## config.mk

```make
export PLATFORM = sky130hd
export DESIGN_NAME = mult_seq_unit
export DESIGN_NICKNAME = d
export VERILOG_FILES = /design/src/rtl/mult_seq_unit.sv
export SDC_FILE = /design/constraint.sdc
export NUM_CORES = 1
export LEC_CHECK = 0
export ABC_AREA = 1
export CAP_MARGIN = 20
export CORE_ASPECT_RATIO = 0.7
export CORE_UTILIZATION = 53
export CTS_CLUSTER_SIZE = 8
export DETAILED_ROUTE_END_ITERATION = 6
export PLACE_DENSITY = 0.78
export SYNTH_ARGS = -nofsm -noshare
export SYNTH_HDL_FRONTEND = slang
export SYNTH_SLANG_ARGS = --single-unit
```

## constraint.sdc

```tcl
create_clock -name clk -period 2 [get_ports clk]
set_input_delay 0.4 -clock clk [delete_from_list [all_inputs] [get_ports clk]]
set_output_delay 0.4 -clock clk [all_outputs]
set_load 0.01 [all_outputs]
```

## src/rtl/mult_seq_unit.sv

```systemverilog
// Iterative 32x32 MULT/MULTU: one shift-and-add step per clock, product lands in hi/lo.
// Latency: fixed 33 clocks from the accepting edge to the done pulse, no early exit.
// Backpressure: start is taken only in IDLE; requests while busy are dropped without effect.
module mult_seq_unit #(
    parameter int WIDTH = 32
) (
    input  logic             clk,
    input  logic             rst_n,
    input  logic             start,
    input  logic             is_signed,
    input  logic [WIDTH-1:0] op_a,
    input  logic [WIDTH-1:0] op_b,
    output logic             busy,
    output logic             done,
    output logic [WIDTH-1:0] hi,
    output logic [WIDTH-1:0] lo
);

    localparam int CW = $clog2(WIDTH);

    typedef enum logic [1:0] {
        IDLE = 2'd0,
        CALC = 2'd1,
        FIX  = 2'd2
    } state_t;

    state_t             state, state_nxt;
    logic [WIDTH-1:0]   mcand, mcand_nxt;
    logic [2*WIDTH-1:0] acc, acc_nxt;
    logic [CW-1:0]      cnt, cnt_nxt;
    logic               neg, neg_nxt;
    logic               busy_nxt, done_nxt;
    logic [WIDTH-1:0]   hi_nxt, lo_nxt;

    // Operand magnitudes; a most-negative signed operand maps to 2^(WIDTH-1) unsigned.
    logic [WIDTH-1:0]   a_mag, b_mag;
    logic [WIDTH:0]     step_sum;
    logic [2*WIDTH-1:0] prod_fixed;

    always_comb begin
        a_mag = (is_signed && op_a[WIDTH-1]) ? (~op_a + {{(WIDTH-1){1'b0}}, 1'b1}) : op_a;
        b_mag = (is_signed && op_b[WIDTH-1]) ? (~op_b + {{(WIDTH-1){1'b0}}, 1'b1}) : op_b;
    end

    // The 33-bit add keeps its carry, which becomes the new top bit of the accumulator.
    always_comb begin
        if (acc[0]) begin
            step_sum = {1'b0, acc[2*WIDTH-1:WIDTH]} + {1'b0, mcand};
        end else begin
            step_sum = {1'b0, acc[2*WIDTH-1:WIDTH]};
        end
        prod_fixed = neg ? (~acc + {{(2*WIDTH-1){1'b0}}, 1'b1}) : acc;
    end

    always_comb begin
        state_nxt = state;
        mcand_nxt = mcand;
        acc_nxt   = acc;
        cnt_nxt   = cnt;
        neg_nxt   = neg;
        busy_nxt  = busy;
        done_nxt  = 1'b0;
        hi_nxt    = hi;
        lo_nxt    = lo;

        unique case (state)
            IDLE: begin
                busy_nxt = 1'b0;
                if (start) begin
                    state_nxt = CALC;
                    mcand_nxt = a_mag;
                    acc_nxt   = {{WIDTH{1'b0}}, b_mag};
                    cnt_nxt   = '0;
                    neg_nxt   = is_signed & (op_a[WIDTH-1] ^ op_b[WIDTH-1]);
                    busy_nxt  = 1'b1;
                end
            end
            CALC: begin
                acc_nxt = {step_sum, acc[WIDTH-1:1]};
                cnt_nxt = cnt + {{(CW-1){1'b0}}, 1'b1};
                if (cnt == CW'(WIDTH - 1)) begin
                    state_nxt = FIX;
                end
            end
            FIX: begin
                hi_nxt    = prod_fixed[2*WIDTH-1:WIDTH];
                lo_nxt    = prod_fixed[WIDTH-1:0];
                done_nxt  = 1'b1;
                busy_nxt  = 1'b0;
                state_nxt = IDLE;
            end
            default: begin
                state_nxt = IDLE;
                busy_nxt  = 1'b0;
            end
        endcase
    end

    always_ff @(posedge clk or negedge rst_n) begin
        if (!rst_n) begin
            state <= IDLE;
            mcand <= '0;
            acc   <= '0;
            cnt   <= '0;
            neg   <= 1'b0;
            busy  <= 1'b0;
            done  <= 1'b0;
            hi    <= '0;
            lo    <= '0;
        end else begin
            state <= state_nxt;
            mcand <= mcand_nxt;
            acc   <= acc_nxt;
            cnt   <= cnt_nxt;
            neg   <= neg_nxt;
            busy  <= busy_nxt;
            done  <= done_nxt;
            hi    <= hi_nxt;
            lo    <= lo_nxt;
        end
    end

endmodule

```

* Word-level counts from Yosys, hierarchy flattened
Cells that the tools add are included.
** Storage, ports and cells
- Register bits :: 170
- Bits in latches :: 0
- Memory bits (writable) :: 0
- Memory bits (read-only) :: 0
- Input port bits :: 68
- Output and inout port bits :: 66
- Word-level logic and storage cells :: 45
- Memories kept :: 0
** Cells by class
- $add $sub $neg :: 5
- Multiply operators :: 0
- Div/mod/pow operators :: 0
- Order comparisons :: 0
- Equal/unequal tests :: 5
- Shifts and indexed selects :: 0
- Mux-type cells :: 14
- Bitwise operators :: 5
- Reduce and logical (&&, ||, !) cells :: 7
** Operators with widths (number)
- $mux 64 :: 2
- $pmux 64 s2 :: 1
- $add 32x1->32 const B :: 2
- $add 64x1->64 const B :: 1
- $mux 32 :: 2
- $not 32->32 :: 2
- $not 64->64 :: 1
- $add 32x32->33 :: 1
- $mux 33 :: 1
- $pmux 5 s2 :: 1
- $reduce_and 2->1 :: 3
- $add 5x1->5 const B :: 1
- $eq 5x5->1 const B :: 1
- $mux 5 :: 1
- $mux 2 :: 2
- $ne 2x2->1 const B :: 2
- $pmux 2 s2 :: 1
- $eq 2x1->1 const B :: 1
- $eq 2x2->1 const B :: 1
- $logic_and 1x1->1 :: 2
- $logic_not 2->1 :: 1
- $mux 1 :: 2
- $pmux 1 s2 :: 1
- $reduce_bool 2->1 :: 1
- 2 further kinds :: 2

* Depth between registers and ports, before layout
Gate-level depths: netlist of the first run.
- Depth in word-level cells :: 5
- Gate-level depth with buffers :: 15
- Depth with buffers taken out :: 15

* Worst setup path after synthesis of the first run
OpenSTA, ideal clock, no wires.
- Path kind :: reg-to-reg
- From :: register acc[0]
- To :: register hi[24]
- Library setup time :: 117 ps
- Arrival :: 2065 ps
- Data required time :: 1883 ps
- Slack :: -182 ps
- Stages on the path, launching flop included :: 16
- Path buffers :: 2
- Period minus slack after synthesis :: 2182 ps
- Cell sequence :: dfrtp_1 inv_2 clkbuf_1 clkbuf_1 ha_1 inv_1 nor3_2 nand4_1 nor2_1 nand2_1 nand2_1 nand2_1 nand2_1 nand2_1 nand2_1 nand2_1
** Between the ends
- Word-level cells in the longest chain between the ends :: 3
** RTL lines
- start, declared :: line 29 : logic [2*WIDTH-1:0] acc, acc_nxt;
- start signal, assigned :: line 113 : acc <= acc_nxt;
- $not 64->64 :: line 52 : prod_fixed = neg ? (~acc + {{(2*WIDTH-1){1'b0}}, 1'b1}) : acc;
- $add 64x1->64 :: line 52
- $mux 64 :: line 52
- end signal, assigned :: line 118 : hi <= hi_nxt;
- end, declared :: line 15 : output logic [WIDTH-1:0] hi,
Every way passes these cells.
A chain may end at the register's enable or synchronous reset.

* Final worst setup path of the first run
- From :: register acc[7]
- To :: register lo[26]
** Between the ends
- Word-level cells in the longest chain between the ends :: 3
** RTL lines
- $not 64->64 :: line 52
- $add 64x1->64 :: line 52
- $mux 64 :: line 52
- end signal, assigned :: line 119 : lo <= lo_nxt;
- end, declared :: line 16 : output logic [WIDTH-1:0] lo
Every way passes these cells.

==> flow_summary_export.csv, run 1 <==
group,metric,value,unit
setup_path,rrSetupSlack,-1,ps
sta,slew_viol_final,0,
setup_path,path_common_cell,"nand2_1",
power_and_ir_drop,combPwrFrac,0.659,
power_and_ir_drop,power_frac_clock,0.117,
sta,setup_viol,1,
sta,slew_headroom,0.680,
die,dieArea,0.0258,mm²
finish,multi_input_area,0.00873,mm²
routing,ant_nets,0,
logic_synthesis,synth_cells,2137,
logic_synthesis,synth_nets,2243,
logic_synthesis,synthSimpleGateAreaFrac,0.404,
setup_path,cpPeakStageDelay,500,ps
sta,fin_skew,10.1,ps
setup_path,cp_max_fo,6,
logic_synthesis,synth_ff_type,"dfrtp_1",
sta,hold_viol,0,
finish,n_fill_cell,2097,
placement,place_congestion,1.03,
die,die_w,192,µm
power_and_ir_drop,p_int,13.9,mW
cts,htreeDepth,4,
finish,regArea,0.00428,mm²
setup_path,cp.required,2380,ps
setup_path,reg2reg_from,"acc[7]$_DFFE_PN0P_",
setup_path,critPathKind,"reg -> reg",
setup_path,r2r_cells,9,
power_and_ir_drop,power.total,28.8,mW
global_routing,grt_pass1_wl,74600,µm
logic_synthesis,ys_seq_elements,170,
setup_path,path_delay_family,"simple AND/OR/NAND/NOR gates",
cts,cts_made_buffers,17,
finish,nets,2547,
run,cap_violations,0,
setup_path,rr_endpoint,"lo[26]$_DFFE_PN0P_",
logic_synthesis,syn_avg_cell_area,6.25,µm²
cts,clock-root-buffer,"clkbuf_16",
logic_synthesis,synthAdderAreaFrac,0.0362,
logic_synthesis,yosysWarningCount,0,
logic_synthesis,synth.distinct_cells,48,
power_and_ir_drop,switchingPower,14.9,mW
outcome,status,"finished with violations",
placement,dp.cells,2737,
power_and_ir_drop,switching_share,0.518,
sta,fin_crit_sh,1.00,
sta,rsz0062_at_grt,"yes",
routing,drtIter0Drc,1640,
finish,drive_above_1_share,0.213,
global_routing,grtUsageTotal,0.378,
die,coreArea,0.0247,mm²
cts,clkTransAtPathRegs,70,ps
finish,final-instance-count-excl-fill,2779,
setup_path,crit_slowest_cell,"dfrtp_2",
cts,clockBufferDepth,2,
logic_synthesis,muxShareOfSynthArea,0,
finish,syn_to_final_growth,35.1,%
finish,layout_commonest_cell,"nand2_1",
power_and_ir_drop,p_leak,8.72,nW
finish,antennaDiodeCount,0,
min_path,hp-class,"in -> async",
die,io_pins,134,
power_and_ir_drop,vdd_drop_max,1.20,mV
cts,cts.sinks,170,
finish,layout_common_cells,"nand2_1, inv_1, buf_4, nor2_1, nand3_1",
routing,via_count,15476,
placement,dp_hpwl,38400,µm
routing,totalWireLength,49400,µm
routing,viasPerCell,5.57,
finish,final_util,0.731,
logic_synthesis,synth_compound_area_frac,0.114,
cts,tritoncts,"built",
die,initial_core_util,0.541,
logic_synthesis,synth_xor_area_frac,0.0341,
logic_synthesis,synth_edf_count,0,
global_routing,antenna_found_initial,0,
routing,dr.pass1.iters,6,
sta,worstMarginPinSlew,479,ps
logic_synthesis,synth_top_area_share,0.319,
power_and_ir_drop,pwr_density_cell,1600,mW/mm²
die,std_cell_rows,48,
routing,drc,0,
setup_path,cp_cell_sequence,"nor2_4, nand2_2, nor2_2, nand2_1, nand2_2, nand2_1, o21ai_0, nand3b_1, nand2_1",
die,die_h,135,µm
logic_synthesis,async_flop_share,1.00,
cts,clock_latency,450,ps
global_routing,grt_pass1_vias,13794,
logic_synthesis,synth.largest_area_cell,"dfrtp_1",
placement,io_buffers,133,
outcome,violations,"setup timing",
setup_path,path_depth,9,
sta,fin_ws,-0.959,ps
global_routing,overflow,0,
power_and_ir_drop,power_frac_seq,0.224,
setup_path,critPathBufInv,0,
routing,wire_per_inst,17.8,µm
logic_synthesis,synth_top_family_by_area,"simple AND/OR/NAND/NOR gates",
logic_synthesis,synth.area.top_cells,"dfrtp_1, nand2_1, inv_1",
setup_path,arrival,2390,ps
logic_synthesis,syn_area,0.0134,mm²
logic_synthesis,ys_seq_area_frac,0.319,
sta,final.min_clock_period,2000,ps
setup_path,endpoint_kind,"flop",
sta,fmaxAchievable,500,MHz
global_routing,grt_max_degree,79,
setup_path,worstSetupStartpointType,"flop",
## final cells by class
class | instances | area share
flip-flops and latches | 170 | 0.237
multi-input cells | 1643 | 0.484
clock inverters | 13 | 0.00749
well taps | 325 | 0.0225
repair buffers | 345 | 0.168
clock buffers | 19 | 0.0246
inverters | 264 | 0.0558
## how the worst max path moves through the flow
stage	start	endpoint	slack, ps
after floorplan	acc[0]$_DFFE_PN0P_	hi[24]$_DFFE_PN0P_	20
after global placement	op_b[0]	acc[28]$_DFFE_PN0P_	-260
after detailed placement	op_b[0]	acc[28]$_DFFE_PN0P_	-320
after CTS	mcand[6]$_DFFE_PN0P_	acc[50]$_DFFE_PN0P_	-30
after global routing	acc[7]$_DFFE_PN0P_	lo[26]$_DFFE_PN0P_	-70
final	acc[7]$_DFFE_PN0P_	lo[26]$_DFFE_PN0P_	-1
## cell usage after synthesis, types with 9 or more instances
master / count
a21oi_1: 68
a22oi_1: 27
a31oi_1: 9
buf_2: 16
clkbuf_1: 36
dfrtp_1: 170
ha_1: 37
inv_1: 253
inv_2: 9
nand2_1: 755
nand2_2: 14
nand3_1: 179
nand4_1: 22
nor2_1: 245
nor2_2: 14
nor3_1: 17
o21ai_0: 123
o21ai_1: 9
o22ai_1: 10
xor2_1: 47
## sequential cells by signal, indices dropped and copies added, names as in the netlist
| name | cells |
|---|---|
| state | 2 |
| lo | 32 |
| done | 1 |
| acc | 64 |
| neg | 1 |
| hi | 32 |
| mcand | 32 |
| cnt | 5 |
| busy | 1 |
## power groups by stage
stage,registers (mW),clock network [mW],logic [mW]
after floorplan,5.75,0,9.86
after global placement,6.10,0,15.7
after detailed placement,6.13,0,16.0
after CTS,6.08,3.37,16.3
after global routing,6.54,3.51,20.7
final,6.46,3.36,19.0
## kinds of logic (layout without fill, tap and decap cells)
kind of cell,count (synthesis),count (layout)
AOI/OAI and AO/OA,271,271
xor gates and xnor gates,52,52
adders and majority gates,38,38
buffers and inverters,324,641
DFF,170,170
and+or+nand+nor,1282,1282
## per-layer routing
metal	vias up	track usage	wire [µm]
met2	802	0.508	19600
li1	7444	-	-
met3	41	0.134	6210
met5	-	0.0250	80
met4	2	0.0639	558
met1	7187	0.576	22900
## metrics by stage
| step | setup TNS [ps] | worst slack, ps | cell area, µm² | hold slack, ps |
|---|---|---|---|---|
| finish | -0.959 | -0.959 | 18000 | 429 |
| global route | -741 | -65.8 | 18000 | 452 |
| CTS | -25.1 | -25.1 | 17100 | 423 |
| detailed placement | -7600 | -319 | 16500 | 332 |
| global placement | -4660 | -257 | 16500 | 330 |
| floorplan | 0 | 19.5 | 13400 | 104 |
## timing repair
action | in CTS | in global routing
cloned | 0 | 0
hold endpoints to repair | 32 | 0
setup buffers | 0 | 9
hold buffers | 1 | 0
resized for setup | 19 | 227
pin swaps | 1 | 36
endpoints found under the setup margin | 21 | 55
No activity file was read; power rests on OpenSTA's default activity.
==> run 2: changes to the inputs <==
Settings changed: RECOVER_POWER from default to 25.
==> run 2 against run 1 <==
  * The flow now finishes without violations
  * Via count down 0.23%
  * First-iteration DRC count rose by 1.0%
  * Worst hold slack improved by 57 ps
  * Largest cell class unchanged
  * Sequential share of layout area barely moved
  * Worst setup slack improved by 19 ps
  * Sequential power hardly changed
  * Count of clock-buffer cells in the layout stayed put
  * Highest routed layer unchanged
  * Clock skew barely moved
  * Clock power barely moved
  * Combinational power is essentially flat
  * Die area unchanged
  * Core utilization down 0.096 points
==> flow_summary_export.csv, run 2 (synthesis gave the netlist of run 1 again) <==
group,metric,value,unit
power_and_ir_drop,p_leak,8.71,nW
finish,layout_commonest_cell,"nand2_1",
die,die_h,135,µm
setup_path,path_common_cell,"nand2_1",
sta,fin_crit_sh,0.991,
placement,dp_hpwl,38400,µm
global_routing,grt_pass1_wl,74600,µm
finish,drive_above_1_share,0.213,
setup_path,cp_cell_sequence,"nor2_4, nand2_2, nor2_2, nand2_1, nand2_2, nand2_1, o21ai_0, nand3b_1, nand2_1",
setup_path,path_delay_family,"simple AND/OR/NAND/NOR gates",
setup_path,arrival,2370,ps
finish,nets,2547,
global_routing,antenna_found_initial,0,
global_routing,grt_max_degree,79,
sta,rsz0062_at_grt,"yes",
placement,place_congestion,1.03,
setup_path,cpPeakStageDelay,500,ps
run,cap_violations,0,
global_routing,grtUsageTotal,0.378,
sta,fin_skew,9.86,ps
die,die_w,192,µm
routing,dr.pass1.iters,6,
setup_path,critPathKind,"reg -> reg",
setup_path,critPathBufInv,0,
cts,htreeDepth,4,
die,coreArea,0.0247,mm²
die,initial_core_util,0.541,
routing,viasPerCell,5.56,
routing,totalWireLength,49400,µm
routing,wire_per_inst,17.8,µm
setup_path,worstSetupStartpointType,"flop",
die,io_pins,134,
global_routing,grt_pass1_vias,13794,
setup_path,cp.required,2380,ps
cts,cts_made_buffers,17,
outcome,status,"finished, final reports clean",
cts,clock-root-buffer,"clkbuf_16",
die,dieArea,0.0258,mm²
die,std_cell_rows,48,
global_routing,overflow,0,
routing,drtIter0Drc,1657,
sta,slew_viol_final,0,
power_and_ir_drop,pwr_density_cell,1600,mW/mm²
cts,clock_latency,450,ps
routing,ant_nets,0,
finish,n_fill_cell,2103,
finish,finalInstanceArea,0.0180,mm²
sta,slew_headroom,0.318,
cts,tritoncts,"built",
sta,final.min_clock_period,1980,ps
cts,clkTransAtPathRegs,80,ps
sta,worstMarginPinSlew,1020,ps
setup_path,endpoint_kind,"flop",
sta,hold_viol,0,
cts,cts.sinks,170,
finish,largest_register_ffs,64,
setup_path,crit_slowest_cell,"dfrtp_2",
placement,placed_area,0.0165,mm²
sta,setup_viol,0,
placement,pre_cts_ws,-319,ps
placement,dp.cells,2737,
finish,final-instance-count-excl-fill,2779,
finish,layout_common_cells,"nand2_1, inv_1, buf_4, nor2_1, nand3_1",
sta,fin_ws,17.8,ps
finish,syn_to_final_growth,34.9,%
sta,fmaxAchievable,504,MHz
placement,io_buffers,133,
finish,top_register,"acc",
power_and_ir_drop,vdd_drop_max,1.20,mV
sta,holdWs,485,ps
cts,clockBufferDepth,2,
routing,drc,0,
min_path,hp-class,"reg -> reg",
setup_path,cp_max_fo,6,
routing,via_count,15440,
finish,antennaDiodeCount,0,
run 2: cell types whose count changed in the layout (fill, tap and decap cells not counted), sizes merged:
| cell | change |
|---|---|
| buf | -1 |
| clkbuf | +1 |
run 2: stage by stage:
step	util	TNS, ps	power, mW
2_1_floorplan	-	0	15.6
3_3_place_gp	0.667	-4660	21.8
3_5_place_dp	0.667	-7600	22.2
4_1_cts	0.694	-25.1	25.8
5_1_grt	0.730	-741	30.8
6_report	0.730	0	28.8
run 2: final cells by class:
cell class | instances | area, µm² | share of cell area
Inverter | 264 | 1010 | 0.0558
Sequential cell | 170 | 4280 | 0.238
Timing Repair Buffer | 345 | 3010 | 0.167
Tap cell | 325 | 407 | 0.0226
Clock buffer | 19 | 443 | 0.0246
Clock inverter | 13 | 135 | 0.00750
Multi-Input combinational cell | 1643 | 8730 | 0.485
run 2: worst paths after layout:
path | from | to | slack [ps] | cells past startpoint
worst max register to register | acc[7]$_DFFE_PN0P_ | lo[26]$_DFFE_PN0P_ | 20 | 9
worst min-delay path | lo[12]$_DFFE_PN0P_ | lo[12]$_DFFE_PN0P_ | 490 | 2
max in group asynchronous | rst_n | acc[9]$_DFFE_PN0P_ | 270 | 3
worst min register to register | lo[12]$_DFFE_PN0P_ | lo[12]$_DFFE_PN0P_ | 490 | 2
worst max-delay path | acc[7]$_DFFE_PN0P_ | lo[26]$_DFFE_PN0P_ | 20 | 9
min in group asynchronous | rst_n | acc[38]$_DFFE_PN0P_ | 670 | 2
run 2: repair_timing:
item,4_1_cts,5_1_grt
resized for setup,19,227
pin swaps,1,36
setup endpoints to repair,21,55
hold buffers,1,0
endpoints found under the hold margin,32,0
setup buffers,0,9
run 2: power breakdown:
part	internal (mW)	total [mW]	leakage, nW	switching, mW
Clock	1.79	3.35	0.283	1.57
Combinational	7.41	19.0	6.54	11.6
Sequential	4.70	6.47	1.89	1.77
Total	13.9	28.8	8.71	14.9
run 2: layer usage:
metal  GRT usage  vias up  routed length [µm]
met5      0.0250        -                  80
met4      0.0639        2                 612
met3       0.134       59                6430
met2       0.508      793               19600
met1       0.576     7151               22700
li1            -     7435                   -
run 2: worst register-to-register path: cells and delay by family, from the launching register on:
kind	cells	cell delay [ps]
simple gates	8	1110
flops	1	500
compound gates	1	310
==> run 3: changes to the inputs <==
Settings changed: SKIP_LAST_GASP from default to 1.
==> run 3 against run 2 <==
  * Via count rose by 0.36%
  * Critical endpoint unchanged
  * Wire length is 0.52% lower
  * Highest routed layer unchanged
  * Global-route usage is essentially flat
  * First-iteration DRC count fell by 5.3%
  * Flip-flop and latch count stayed put
  * Final cell count unchanged
  * Count of clock-buffer cells in the layout stayed put
  * Sequential power is essentially flat
  * Critical path depth stayed put
  * Clock power is essentially flat
==> flow_summary_export.csv, run 3 (synthesis gave the netlist of run 1 again) <==
group,metric,value,unit
die,dieArea,0.0258,mm²
power_and_ir_drop,power.total,28.6,mW
cts,cts.sinks,170,
sta,fin_skew,10.8,ps
setup_path,critPathKind,"reg -> reg",
setup_path,endpoint_kind,"flop",
sta,slew_headroom,0.309,
routing,via_count,15496,
global_routing,overflow,0,
setup_path,cp_max_fo,6,
die,initial_core_util,0.541,
finish,largest_register_ffs,64,
die,die_h,135,µm
setup_path,crit_slowest_cell,"dfrtp_2",
cts,cts_made_buffers,17,
min_path,min-delay-start,"lo[12]$_DFFE_PN0P_",
sta,worstMarginPinSlew,1040,ps
setup_path,rr_endpoint,"lo[26]$_DFFE_PN0P_",
placement,dp.cells,2737,
sta,final.min_clock_period,1990,ps
setup_path,r2r_cells,9,
setup_path,rrSetupSlack,10,ps
finish,layout_commonest_cell,"nand2_1",
routing,wire_per_inst,17.7,µm
setup_path,path_common_cell,"nand2_1",
outcome,status,"finished, final reports clean",
finish,final-instance-count-excl-fill,2779,
routing,drtIter0Drc,1569,
setup_path,reg2reg_from,"acc[7]$_DFFE_PN0P_",
global_routing,grt_max_degree,79,
setup_path,worstSetupStartpointType,"flop",
setup_path,cp.required,2390,ps
power_and_ir_drop,p_leak,8.71,nW
global_routing,grt_pass1_wl,74600,µm
global_routing,antenna_found_initial,0,
sta,slew_viol_final,0,
placement,place_congestion,1.03,
routing,totalWireLength,49100,µm
cts,clkTransAtPathRegs,80,ps
setup_path,cpPeakStageDelay,500,ps
finish,syn_to_final_growth,34.3,%
sta,hold_viol,0,
power_and_ir_drop,pwr_density_cell,1590,mW/mm²
die,coreArea,0.0247,mm²
placement,io_buffers,133,
die,std_cell_rows,48,
finish,top_register,"acc",
power_and_ir_drop,vdd_drop_max,1.17,mV
min_path,hold_end,"lo[12]$_DFFE_PN0P_",
setup_path,cp_cell_sequence,"nor2_4, nand2_2, nor2_2, nand2_1, nand2_2, nand2_1, o21ai_0, nand3b_1, nand2_1",
setup_path,arrival,2370,ps
min_path,hp-class,"reg -> reg",
finish,layout_common_cells,"nand2_1, inv_1, buf_4, nor2_1, nand3_1",
cts,clockBufferDepth,2,
global_routing,grtUsageTotal,0.378,
routing,drc,0,
routing,viasPerCell,5.58,
placement,dp_hpwl,38400,µm
finish,nets,2547,
sta,fin_crit_sh,0.994,
sta,fmaxAchievable,503,MHz
cts,htreeDepth,4,
min_path,whs_path_depth,2,
cts,clock-root-buffer,"clkbuf_16",
die,io_pins,134,
routing,ant_nets,0,
sta,setup_viol,0,
die,die_w,192,µm
finish,drive_above_1_share,0.205,
run,cap_violations,0,
sta,rsz0062_at_grt,"yes",
routing,dr.pass1.iters,7,
global_routing,grt_pass1_vias,13796,
finish,antennaDiodeCount,0,
cts,clock_latency,450,ps
cts,tritoncts,"built",
==> run 3: metrics by stage <==
stage | TNS [ps] | instance area [µm²] | setup slack (ps) | hold slack (ps) | util
2_1_floorplan | 0 | 13400 | 19.5 | 104 | -
3_3_place_gp | -4660 | 16500 | -257 | 330 | 0.667
3_5_place_dp | -7600 | 16500 | -319 | 332 | 0.667
4_1_cts | -42.7 | 17100 | -25.1 | 423 | 0.693
5_1_grt | -711 | 17900 | -65.8 | 503 | 0.727
6_report | 0 | 17900 | 11.8 | 486 | 0.727
==> run 3: worst max-delay path by stage <==
stage | start | end | cells after the start
finish | acc[7]$_DFFE_PN0P_ | lo[26]$_DFFE_PN0P_ | 9
detailed placement | op_b[0] | acc[28]$_DFFE_PN0P_ | 10
global route | acc[7]$_DFFE_PN0P_ | lo[26]$_DFFE_PN0P_ | 9
floorplan | acc[0]$_DFFE_PN0P_ | hi[24]$_DFFE_PN0P_ | 15
global placement | op_b[0] | acc[28]$_DFFE_PN0P_ | 10
CTS | mcand[6]$_DFFE_PN0P_ | acc[50]$_DFFE_PN0P_ | 12
==> run 3: per-layer routing <==
layer	up-vias	GRT usage	part of all wire
met5	-	0.0250	0.0016
met1	7172	0.576	0.47
li1	7431	-	-
met2	836	0.508	0.39
met4	2	0.0639	0.012
met3	55	0.134	0.13
==> run 3: repair_timing <==
item / 4_1_cts / 5_1_grt
gates resized for setup: 17 / 208
endpoints found under the setup margin: 21 / 56
endpoints found under the hold margin: 32 / 0
setup buffers: 0 / 9
pin swaps: 1 / 28
hold buffers: 1 / 0
==> run 3: critical path: cells and delay by family, from the launching register on <==
| family | cells | cell delay [ps] |
|---|---|---|
| flip-flops | 1 | 500 |
| AO/OA/AOI/OAI | 1 | 310 |
| AND/OR/NAND/NOR | 8 | 1110 |
==> run 3: layout make-up <==
cell class / count / area, µm²
clock buffers: 19 / 443
clock inverters: 13 / 135
fillers: 2116 / 6750
inverters: 264 / 1010
multi-input cells: 1643 / 8650
flip-flops and latches: 170 / 4280
well taps: 325 / 407
repair buffers: 345 / 3010
==> run 3: power breakdown <==
part,internal (mW),switching [mW],leakage [nW],total (mW)
logic,7.31,11.4,6.53,18.8
clock network,1.79,1.58,0.283,3.37
registers,4.70,1.75,1.89,6.45
total,13.8,14.8,8.71,28.6
